<file path="src/rtl/guard_rst_ctrl.sv">
// Reset sequencer for a guarded AXI subordinate: isolate, hold reset, recover, release.
// Optional isolation-acknowledge timeout is enabled by defining GUARD_RST_ISO_TIMEOUT_EN.
module guard_rst_ctrl #(
  parameter int unsigned RstCycles     = 16,
  parameter int unsigned RecoverCycles = 8,
  parameter int unsigned IsoTimeout    = 256,
  parameter int unsigned CntWidth      = 16
) (
  input  logic clk_i,
  input  logic rst_i,
  input  logic rst_req_i,
  output logic rst_stat_o,
  output logic iso_req_o,
  input  logic iso_ack_i,
  output logic slv_rst_no,
  output logic rst_done_o,
  output logic iso_timeout_o
);

  // state   | meaning
  // IDLE    | waiting for a reset request
  // ISOLATE | isolation requested, waiting for acknowledge
  // RESET   | subordinate held in reset for RstCycles
  // RECOVER | reset released, isolation kept for RecoverCycles
  // RELEASE | isolation dropped, waiting for acknowledge to fall
  // HOLD    | sequence done, waiting for the request level to drop
  typedef enum logic [2:0] {
    IDLE, ISOLATE, RESET, RECOVER, RELEASE, HOLD
  } state_t;

  localparam logic [CntWidth-1:0] RstLoad = CntWidth'(RstCycles - 1);
  localparam logic [CntWidth-1:0] RecLoad = CntWidth'(RecoverCycles - 1);
  localparam logic [CntWidth-1:0] IsoLoad = CntWidth'(IsoTimeout - 1);
  localparam logic [CntWidth-1:0] CntOne  = CntWidth'(1);

  state_t state_q, state_d;
  logic [CntWidth-1:0] cnt_q, cnt_d;
  logic iso_req_q, iso_req_d;
  logic rst_stat_q, rst_stat_d;
  logic rst_done_q, rst_done_d;
  logic slv_rst_n_q, slv_rst_n_d;
`ifdef GUARD_RST_ISO_TIMEOUT_EN
  logic timeout_q, timeout_d;
`endif

  always_comb begin
    state_d    = state_q;
    cnt_d      = (cnt_q == '0) ? '0 : cnt_q - CntOne;
    rst_done_d = 1'b0;
`ifdef GUARD_RST_ISO_TIMEOUT_EN
    timeout_d  = timeout_q;
`endif
    case (state_q)
      IDLE: begin
        if (rst_req_i) begin
          state_d = ISOLATE;
          cnt_d   = IsoLoad;
`ifdef GUARD_RST_ISO_TIMEOUT_EN
          timeout_d = 1'b0;
`endif
        end
      end
      ISOLATE: begin
        if (iso_ack_i) begin
          state_d = RESET;
          cnt_d   = RstLoad;
        end
`ifdef GUARD_RST_ISO_TIMEOUT_EN
        // a missing acknowledge must not wedge the subordinate forever
        else if (cnt_q == '0) begin
          state_d   = RESET;
          cnt_d     = RstLoad;
          timeout_d = 1'b1;
        end
`endif
      end
      RESET: begin
        if (cnt_q == '0) begin
          state_d = RECOVER;
          cnt_d   = RecLoad;
        end
      end
      RECOVER: begin
        if (cnt_q == '0) state_d = RELEASE;
      end
      RELEASE: begin
        if (!iso_ack_i) begin
          rst_done_d = 1'b1;
          state_d    = rst_req_i ? HOLD : IDLE;
        end
      end
      HOLD: begin
        if (!rst_req_i) state_d = IDLE;
      end
      default: state_d = IDLE;
    endcase

    iso_req_d   = state_d inside {ISOLATE, RESET, RECOVER};
    rst_stat_d  = state_d inside {ISOLATE, RESET, RECOVER, RELEASE};
    slv_rst_n_d = (state_d != RESET);
  end

  always_ff @(posedge clk_i or posedge rst_i) begin
    if (rst_i) begin
      state_q     <= IDLE;
      cnt_q       <= '0;
      iso_req_q   <= 1'b0;
      rst_stat_q  <= 1'b0;
      rst_done_q  <= 1'b0;
      slv_rst_n_q <= 1'b0;
    end else begin
      state_q     <= state_d;
      cnt_q       <= cnt_d;
      iso_req_q   <= iso_req_d;
      rst_stat_q  <= rst_stat_d;
      rst_done_q  <= rst_done_d;
      slv_rst_n_q <= slv_rst_n_d;
    end
  end

`ifdef GUARD_RST_ISO_TIMEOUT_EN
  always_ff @(posedge clk_i or posedge rst_i) begin
    if (rst_i) timeout_q <= 1'b0;
    else       timeout_q <= timeout_d;
  end
  assign iso_timeout_o = timeout_q;
`else
  assign iso_timeout_o = 1'b0;
`endif

  assign iso_req_o  = iso_req_q;
  assign rst_stat_o = rst_stat_q;
  assign rst_done_o = rst_done_q;
  assign slv_rst_no = slv_rst_n_q;

endmodule
</file>
<file path="config.mk">
export PLATFORM = sky130hd
export DESIGN_NAME = guard_rst_ctrl
export DESIGN_NICKNAME = d
export VERILOG_FILES = /design/src/rtl/guard_rst_ctrl.sv
export SDC_FILE = /design/constraint.sdc
export NUM_CORES = 1
export LEC_CHECK = 0
export CORE_ASPECT_RATIO = 1.25
export CORE_MARGIN = 3
export CORE_UTILIZATION = 40
export CTS_BUF_LIST = sky130_fd_sc_hd__clkbuf_8 sky130_fd_sc_hd__clkbuf_16
export CTS_CLUSTER_SIZE = 24
export DETAILED_ROUTE_END_ITERATION = 10
export GPL_TIMING_DRIVEN = 0
export PLACE_DENSITY_LB_ADDON = 0.15
export REMOVE_ABC_BUFFERS = 1
export SLEW_MARGIN = 0
export SYNTH_ARGS = -nofsm -noshare
export SYNTH_HDL_FRONTEND = slang
export SYNTH_SLANG_ARGS = --single-unit
</file>
<file path="constraint.sdc">
create_clock -name clk_i -period 3.6 [get_ports clk_i]
set_input_delay 0.36 -clock clk_i [delete_from_list [all_inputs] [get_ports clk_i]]
set_output_delay 0.36 -clock clk_i [all_outputs]
set_load 0.01 [all_outputs]
</file>
==> flow_metrics.py <==
metrics = {
    "status": {
        "status": "complete, no violations",
    },
    "job": {
        "maxCapViolations": 0,
    },
    "synth": {
        "seq_area_frac_synth_pct": 46.2,
        "synth_edf_count": 0,
        "yosys.area.top_type": "dfrtp_1",
        "yosys-top-cells-area": "dfrtp_1 46%, xor2_1 7.0%, nor2_1 4.8%, o21ai_0 4.4%, nor4_4 3.4%",
        "synth_flop_cell": "dfrtp_1",
        "synth-warning-count": 0,
        "syn-cell-area_um2": 1250,
        "synthCells": 125,
        "yosysUniqueCellTypes": 37,
        "synth-seq-cells": 23,
        "async_flop_share_pct": 100,
        "avgSynthCellArea_um2": 9.97,
        "yosysMostFrequentCell": "dfrtp_1",
        "synth.top_cell.area_share_pct": 46.2,
        "synthTopCellsByCount": "23 x dfrtp_1, 16 x nor2_1, 11 x o21ai_0",
    },
    "clock_network": {
        "post-cts-setup-buffers": 0,
        "cts_tree": "done",
        "clk-insertion-delay-late_ns": 0.27,
        "cts_hold_repair.buffers": 0,
        "ctsResizeCount": 0,
        "cts_made_buffers": 3,
        "clkTransAtPathRegs_ns": 0.09,
        "cts_buffer_depth": 2,
        "cts.sinks": 23,
        "cts_max_level": 1,
        "root_buffer": "clkbuf_8",
    },
    "timing": {
        "fmax_mhz": 503,
        "fin_ws_ns": 1.61,
        "timing.final.crit_share_pct": 55.2,
        "final.min_clock_period_ns": 1.99,
        "final_hold_viol_count": 0,
        "rsz0062_at_grt": "no",
        "setup-violations-final": 0,
        "finClkSkew_ns": 0.00800,
        "maxSlewHeadroom_pct": 41.9,
        "final_max_slew_viol_count": 0,
        "tightestPinTransition_ns": 0.871,
        "timing.setup.tns_ns": 0,
    },
    "die": {
        "die_w_um": 55.9,
        "num_rows": 22,
        "core_area_um2": 2970,
        "die-area_um2": 3830,
        "die_y_um": 68.4,
        "initial_utilization_pct": 41.9,
        "ioPinCount": 9,
    },
    "global_routing": {
        "grtUsageMet1_pct": 16.0,
        "grt_max_degree": 24,
        "grt_pass1_wl_mm": 4.10,
        "grt_pass1_vias": 921,
        "use_met2_pct": 24.4,
        "gr-total-overflow": 0,
        "grt-busiest-layer": "met2",
        "antenna_found_initial": 0,
        "grt_use_total_pct": 13.6,
        "gr-usage-met3_pct": 2.26,
    },
    "route": {
        "wl_per_cell_um": 13.7,
        "drt-initial-drc-count": 25,
        "via_per_inst": 5.48,
        "routed_wl_mm": 2.29,
        "drt_first_pass_iters": 4,
        "postRouteAntennaNets": 0,
        "vias": 915,
        "drc": 0,
    },
    "layout": {
        "drive_above_1_share_pct": 10.7,
        "utilization_pct": 46.2,
        "design_area_um2": 1370,
        "area_growth_pct": 10.2,
        "antenna_cells_inserted": 0,
        "final_nets": 137,
        "finalNonFillerCells": 167,
    },
    "worst_setup_path": {
        "worstRegToRegCells": 6,
        "critPathArrivalTime_ns": 2.12,
        "ff2ff_setup_slack_ns": 1.61,
        "r2r_start": "cnt_q[0]",
        "rr_endpoint": "iso_req_o",
        "critPathMaxFanout": 8,
        "cp.required_ns": 3.74,
        "startpoint_type": "flop",
        "endpoint_kind": "flop",
        "critPathKind": "flop to flop",
        "crit_start": "cnt_q[0]",
    },
    "place": {
        "placed_area_um2": 1330,
        "port_buffers": 7,
        "dp_slack_ns": 1.62,
        "dp.cells": 163,
        "post-dp-hpwl_mm": 1.62,
        "gp_congestion": 0.785,
    },
    "power_and_ir_drop": {
        "p_per_area_nw_per_um2": 721,
        "ir_drop_uv": 378,
        "p_leak_nw": 0.572,
    },
    "worst_hold_path": {
        "hold_class": "primary input to asynchronous set/reset pin",
    },
}
[cell usage in the layout (no fill, tap or decap), drive strengths merged, types with 2 or more instances in the layout]
cell           instances
nor2                  16
nand2b                 3
clkbuf                 3
dfrtp                 23
a21oi                  3
nor4                   6
inv                    4
and2                   2
o21ai                 11
nand2                  9
nand3                  3
nand4                  4
o31a                   2
nor3                   4
xor2                  10
nand3b                 3
clkdlybuf4s50          7
xnor2                  4
[state kept, by name, indices dropped and copies added (netlist names)]
signal and cells:
rst_done_o 1, state_q 3, iso_req_o 1, cnt_q 16, slv_rst_no 1, rst_stat_o 1
[critical path, cell delays in order (launching register included)]
cell	delay (ns)
dfrtp_1	0.44
inv_1	0.08
ha_1	0.19
nor3b_4	0.41
and4_1	0.45
and3_2	0.22
nor3_1	0.05
[cell type report]
class / instances / area [um2]
tap: 36 / 45.0
clock buffer: 3 / 41.3
inverter: 4 / 15.0
fill: 300 / 1600
sequential: 23 / 576
multi-input combinational: 93 / 622
timing repair buffer: 7 / 70.1
clock inverter: 1 / 5.00
[worst max-delay path by stage]
stage	cells after the start	slack, ns	to
2_1_floorplan	6	1.95	cnt_q[4]
3_5_place_dp	6	1.62	iso_req_o
3_3_place_gp	5	1.67	cnt_q[15]
5_1_grt	6	1.50	iso_req_o
6_report	6	1.61	iso_req_o
4_1_cts	6	1.59	iso_req_o
[layer usage]
| layer | vias to the layer above | part of all wire [%] |
|---|---|---|
| met1 | 449 | 48 |
| met5 | - | 0 |
| met2 | 15 | 47 |
| met3 | 4 | 3.2 |
| li1 | 447 | - |
| met4 | 0 | 1.5 |
[cell families after synthesis]
group	Yosys count	synth area share, %
AOI/OAI and AO/OA	19	9.24
xor gates and xnor gates	14	9.84
adders and majority gates	1	1.00
buffers and inverters	9	3.92
DFF	23	46.2
other	1	0.301
and+or+nand+nor	58	29.5
[where the power goes]
| group | leakage (nW) | switching, W | internal (W) |
|---|---|---|---|
| sequential | 0.280 | 0.000139 | 0.000351 |
| clock | 0.0255 | 0.0000864 | 0.0000774 |
| combinational | 0.267 | 0.000166 | 0.000171 |
[per-stage QoR]
| step | total power, W | hold slack (ns) |
|---|---|---|
| after global routing | 0.00106 | 0.620 |
| after global placement | 0.000820 | 0.534 |
| final | 0.000990 | 0.569 |
| after floorplan | 0.000742 | 0.362 |
| after detailed placement | 0.000832 | 0.546 |
| after CTS | 0.000995 | 0.571 |
No activity file was read; power rests on OpenSTA's default activity.
